## src/rtl/arb_pkg.sv

```systemverilog
// Shared types and the rotating first-set search for the round-robin arbiter.
package arb_pkg;
  localparam int N_REQ = 8;
  localparam int IDX_W = 3;

  typedef enum logic [1:0] {
    IDLE  = 2'd0,
    GRANT = 2'd1,
    TURN  = 2'd2
  } arb_state_e;

  typedef struct packed {
    logic             found;
    logic [IDX_W-1:0] idx;
  } pick_t;

  // Scans req upward from ptr, wrapping mod N_REQ; the lowest offset from ptr wins.
  function automatic pick_t rr_pick(input logic [N_REQ-1:0] req,
                                    input logic [IDX_W-1:0] ptr);
    pick_t            res;
    logic [IDX_W-1:0] cand;
    res = '0;
    for (int i = N_REQ - 1; i >= 0; i--) begin
      cand = ptr + IDX_W'(i);
      if (req[cand]) begin
        res.found = 1'b1;
        res.idx   = cand;
      end
    end
    return res;
  endfunction
endpackage

```

## src/rtl/decoder3_8.sv

```systemverilog
// Gate-level 3-to-8 one-hot decoder with an active-high enable.
module decoder3_8 (
  input  logic [2:0] a_i,
  input  logic       en_i,
  output logic [7:0] y_o
);
  logic [2:0] a_n;

  not u_n0 (a_n[0], a_i[0]);
  not u_n1 (a_n[1], a_i[1]);
  not u_n2 (a_n[2], a_i[2]);

  and u_y0 (y_o[0], en_i, a_n[2], a_n[1], a_n[0]);
  and u_y1 (y_o[1], en_i, a_n[2], a_n[1], a_i[0]);
  and u_y2 (y_o[2], en_i, a_n[2], a_i[1], a_n[0]);
  and u_y3 (y_o[3], en_i, a_n[2], a_i[1], a_i[0]);
  and u_y4 (y_o[4], en_i, a_i[2], a_n[1], a_n[0]);
  and u_y5 (y_o[5], en_i, a_i[2], a_n[1], a_i[0]);
  and u_y6 (y_o[6], en_i, a_i[2], a_i[1], a_n[0]);
  and u_y7 (y_o[7], en_i, a_i[2], a_i[1], a_i[0]);
endmodule

```

## src/rtl/rr_arbiter8.sv

```systemverilog
// Eight-requester round-robin arbiter with bounded hold and a one-cycle TURN gap
// between grants; all outputs come from registers, never directly from req.
module rr_arbiter8
  import arb_pkg::*;
#(
  parameter  int MAX_HOLD = 8,
  localparam int HC_W     = $clog2(MAX_HOLD)
) (
  input  logic             clk,
  input  logic             rst_n,
  input  logic             arb_en,
  input  logic [N_REQ-1:0] req,
  output logic             gnt_valid,
  output logic [IDX_W-1:0] gnt_idx,
  output logic [N_REQ-1:0] gnt,
  output arb_state_e       state_dbg
);
  localparam logic [HC_W-1:0] HOLD_MAX = HC_W'(MAX_HOLD - 1);

  arb_state_e       state_q, state_d;
  logic [IDX_W-1:0] ptr_q, ptr_d;
  logic [IDX_W-1:0] gnt_idx_q, gnt_idx_d;
  logic [HC_W-1:0]  hold_q, hold_d;
  pick_t            pick;
  logic             others_waiting;

  always_ff @(posedge clk or negedge rst_n) begin
    if (!rst_n) begin
      state_q   <= IDLE;
      ptr_q     <= '0;
      gnt_idx_q <= '0;
      hold_q    <= '0;
    end else begin
      state_q   <= state_d;
      ptr_q     <= ptr_d;
      gnt_idx_q <= gnt_idx_d;
      hold_q    <= hold_d;
    end
  end

  always_comb begin
    state_d        = state_q;
    ptr_d          = ptr_q;
    gnt_idx_d      = gnt_idx_q;
    hold_d         = hold_q;
    pick           = rr_pick(req, ptr_q);
    others_waiting = |(req & ~(N_REQ'(1) << gnt_idx_q));
    case (state_q)
      GRANT: begin
        // Release and forced rotation both hand lowest priority to the current grantee.
        if (!req[gnt_idx_q] || (hold_q == HOLD_MAX && others_waiting)) begin
          state_d = TURN;
          ptr_d   = gnt_idx_q + IDX_W'(1);
        end else if (hold_q != HOLD_MAX) begin
          hold_d = hold_q + HC_W'(1);
        end
      end
      default: begin
        if (arb_en && pick.found) begin
          state_d   = GRANT;
          gnt_idx_d = pick.idx;
          hold_d    = '0;
        end else begin
          state_d = IDLE;
        end
      end
    endcase
  end

  always_comb begin
    gnt_valid = (state_q == GRANT);
    gnt_idx   = gnt_idx_q;
    state_dbg = state_q;
  end

  decoder3_8 u_dec (
    .a_i  (gnt_idx_q),
    .en_i (gnt_valid),
    .y_o  (gnt)
  );
endmodule

```

## config.mk

```make
export PLATFORM = sky130hd
export DESIGN_NAME = rr_arbiter8
export DESIGN_NICKNAME = d
export VERILOG_FILES = /design/src/rtl/arb_pkg.sv /design/src/rtl/decoder3_8.sv /design/src/rtl/rr_arbiter8.sv
export SDC_FILE = /design/constraint.sdc
export NUM_CORES = 1
export LEC_CHECK = 0
export CAP_MARGIN = 15
export CORE_UTILIZATION = 40
export DETAILED_ROUTE_END_ITERATION = 10
export HOLD_SLACK_MARGIN = 0.1
export PLACE_DENSITY = 0.71
export SLEW_MARGIN = 10
export SYNTH_ARGS = -nofsm -noshare
export SYNTH_HDL_FRONTEND = slang
export SYNTH_SLANG_ARGS = --single-unit
```

## constraint.sdc

```tcl
create_clock -name clk -period 3 [get_ports clk]
set_input_delay 0.45 -clock clk [delete_from_list [all_inputs] [get_ports clk]]
set_output_delay 0.45 -clock clk [all_outputs]
set_load 0.05 [all_outputs]
```

==> impl_metrics.tcl, run 1 <==
set metrics [dict create \
    ios 25 \
    holdBufCountCts 0 \
    final_common_cell "clkdlybuf4s50_1" \
    cts_resized 0 \
    antenna_cells 0 \
    timing.setup.tns_ns 0 \
    area_growth_syn_to_layout_pct 18.3 \
    core_um2 4380 \
    max-slew-margin-rel 0.626 \
    postSynthAreaPerCell_um2 9.74 \
    track_usage 0.199 \
    first_iter_violations 115 \
    ys_warn_count 0 \
    final_cell_mix "clkdlybuf4s50_1 (24), nand2_1 (15), inv_1 (14), mux4_2 (14), buf_4 (13)" \
    startpoint_type "register" \
    vias 1602 \
    clock_sinks 11 \
    ys_types 55 \
    layout.nets 233 \
    grt_max_degree 22 \
    antenna_found_initial 0 \
    synthTopCellsByArea "mux4_2 (17%), dfrtp_1 (15%), mux4_1 (7.1%), ha_1 (6.8%), mux2_2 (5.5%)" \
    synth_fp_nets 210 \
    drv_slew 0 \
    yosys_register_bits 11 \
    std_cell_rows 24 \
    tightest_slew_ns 0.557 \
    finalCritPeriodShare 0.919 \
    place_congestion 0.954 \
    htree_levels 1 \
    die_h_um 69.9 \
    hold_path.startpoint "hold_q[2]" \
    hold_path.class "register to register" \
    clock_skew_ns 0.00303 \
    grt_pass1_wl_mm 7.82 \
    synth_top_area_cell "mux4_2" \
    cts_tree "done" \
    rsz0062_at_grt "false" \
    start_util 0.420 \
    critPathKind "register to register" \
    synth_top_area_share 0.171 \
    clk_latency_ns 0.24 \
    crit_arrival_ns 2.84 \
    cp-end-kind "register" \
    clock.fmax_mhz 363 \
    drtAntennaViolNets 0 \
    min_period_ns 2.76 \
    post_cts_buffers 0 \
    dieArea_um2 4880 \
    grt_pass1_vias 1589 \
    fillCellCount 413 \
    port_buffers 24 \
    required_ns 3.08 \
    synth_area_um2 1840 \
    cts-root-buf "clkbuf_8" \
    setup_viol 0 \
    clk_pin_slew_ns 0.05 \
    drt-total-wl_mm 4.64 \
    post-route-drc-count 0 \
    post-dp-hpwl_mm 3.53 \
    firstDrtPassIters 4 \
    stdcell_area_um2 2180 \
    hold_violations 0 \
    path_max_fanout 11 \
    cp-startpoint "ptr_q[0]" \
    cts_max_path_buffers 2 \
    synth-seq-area-share 0.149 \
    die_x_um 69.9 \
    timing.rr.start "ptr_q[0]" \
    viasPerCell 6.09 \
    drv_cap 0 \
    synthCells 189 \
    layout-drive-gt1-share 0.218 \
    placedInstanceArea_um2 2130 \
    numCtsBuffers 3 \
    wl_per_cell_um 17.6 \
    status "finished clean" \
    gr-total-overflow 0 \
]
metrics by stage:
stage	std cells	utilization	hold WS, ns	setup WS, ns
2_1_floorplan	189	-	0.154	0.119
3_3_place_gp	259	0.487	0.490	0.113
3_5_place_dp	259	0.487	0.493	0.0659
4_1_cts	263	0.497	0.521	0.313
5_1_grt	263	0.497	0.543	0.108
6_report	263	0.497	0.520	0.243
flip-flops by register name, indices dropped and copies added, names as in the netlist:
name	flops
gnt_idx	3
hold_q	3
ptr_q	3
state_dbg	2
Yosys cell counts (all sizes together):
| cell | number |
|---|---|
| mux4 | 19 |
| nand2 | 15 |
| inv | 14 |
| dfrtp | 11 |
| mux2 | 11 |
| nor2 | 11 |
| buf | 10 |
| ha | 10 |
| mux2i | 10 |
| o21ai | 10 |
| clkbuf | 9 |
| a21oi | 7 |
| a21boi | 4 |
| a31oi | 4 |
| nor3b | 4 |
| o22ai | 3 |
| a2111oi | 2 |
| a211oi | 2 |
| a221o | 2 |
| a22o | 2 |
| nand2b | 2 |
| nor2b | 2 |
| nor3 | 2 |
| nor4 | 2 |
| nor4bb | 2 |
| o21a | 2 |
| a222oi | 1 |
| a32o | 1 |
| and2 | 1 |
| and3 | 1 |
| and3b | 1 |
| clkinv | 1 |
| nand3 | 1 |
| nand4 | 1 |
| nor4b | 1 |
| o211ai | 1 |
| o31a | 1 |
| o32a | 1 |
| or3 | 1 |
| or4 | 1 |
| or4b | 1 |
| xnor2 | 1 |
| xor2 | 1 |
final timing paths:
| kind | end | slack [ns] | depth (start not counted) |
|---|---|---|---|
| worst max register to register | gnt_idx[2] | 0.24 | 8 |
| worst max-delay path | gnt_idx[2] | 0.24 | 8 |
| worst min-delay path | hold_q[2] | 0.52 | 1 |
| worst min register to register | hold_q[2] | 0.52 | 1 |
| max in group asynchronous | gnt_idx[1] | 2.11 | 1 |
| min in group asynchronous | state_dbg[1] | 0.55 | 1 |
final cells by class:
class                   instances  area [um^2]  area share
multi-input cells             144         1400       0.642
repair buffers                 37          338       0.155
flip-flops and latches         11          275       0.126
well taps                      52         65.1      0.0299
inverters                      15         56.3      0.0258
clock buffers                   3         41.3      0.0189
clock inverters                 1         5.00     0.00230
critical path, cell delays in order, from the launching register on:
cell and delay (ns):
dfrtp_1 0.35, clkinv_1 0.10, ha_1 0.58, mux4_2 0.49, nor4b_1 0.19, nor4bb_1 0.40
a21boi_1 0.11, o21ai_0 0.26, a31oi_1 0.12
cell families (layout without fill, tap and decap cells):
family,Yosys count,in the layout,share of synthesized area
buffers and inverters,34,56,0.0937
and+or+nand+nor,49,49,0.149
adders and majority gates,10,10,0.0679
muxes,40,40,0.366
AOI/OAI and AO/OA,43,43,0.164
xor gates and xnor gates,2,2,0.00951
DFF,11,11,0.149
routing by layer:
layer / global-route usage / part of all wire / vias up
met5: 0 / 0 / -
met4: 0.0467 / 0.0093 / 0
met3: 0.0404 / 0.055 / 4
met2: 0.313 / 0.49 / 54
met1: 0.281 / 0.44 / 778
li1: - / - / 766
Power of run 1 is not shown: default switching activity piles up to over one toggle a cycle in this logic, so the estimate is an artifact.
==> inputs of run 2 (changes only) <==
--- a/config.mk
+++ b/config.mk
@@ -5,8 +5,9 @@
 export SDC_FILE = /design/constraint.sdc
 export NUM_CORES = 1
 export LEC_CHECK = 0
-export CAP_MARGIN = 15
+export CAP_MARGIN = 40
 export CORE_UTILIZATION = 40
+export CTS_CLUSTER_SIZE = 28
 export DETAILED_ROUTE_END_ITERATION = 10
 export HOLD_SLACK_MARGIN = 0.1
 export PLACE_DENSITY = 0.71
==> results of run 2 <==
Same layout as run 1: the final DEF is identical, and so are final timing and power.
Power of run 2 is left out for the same reason.
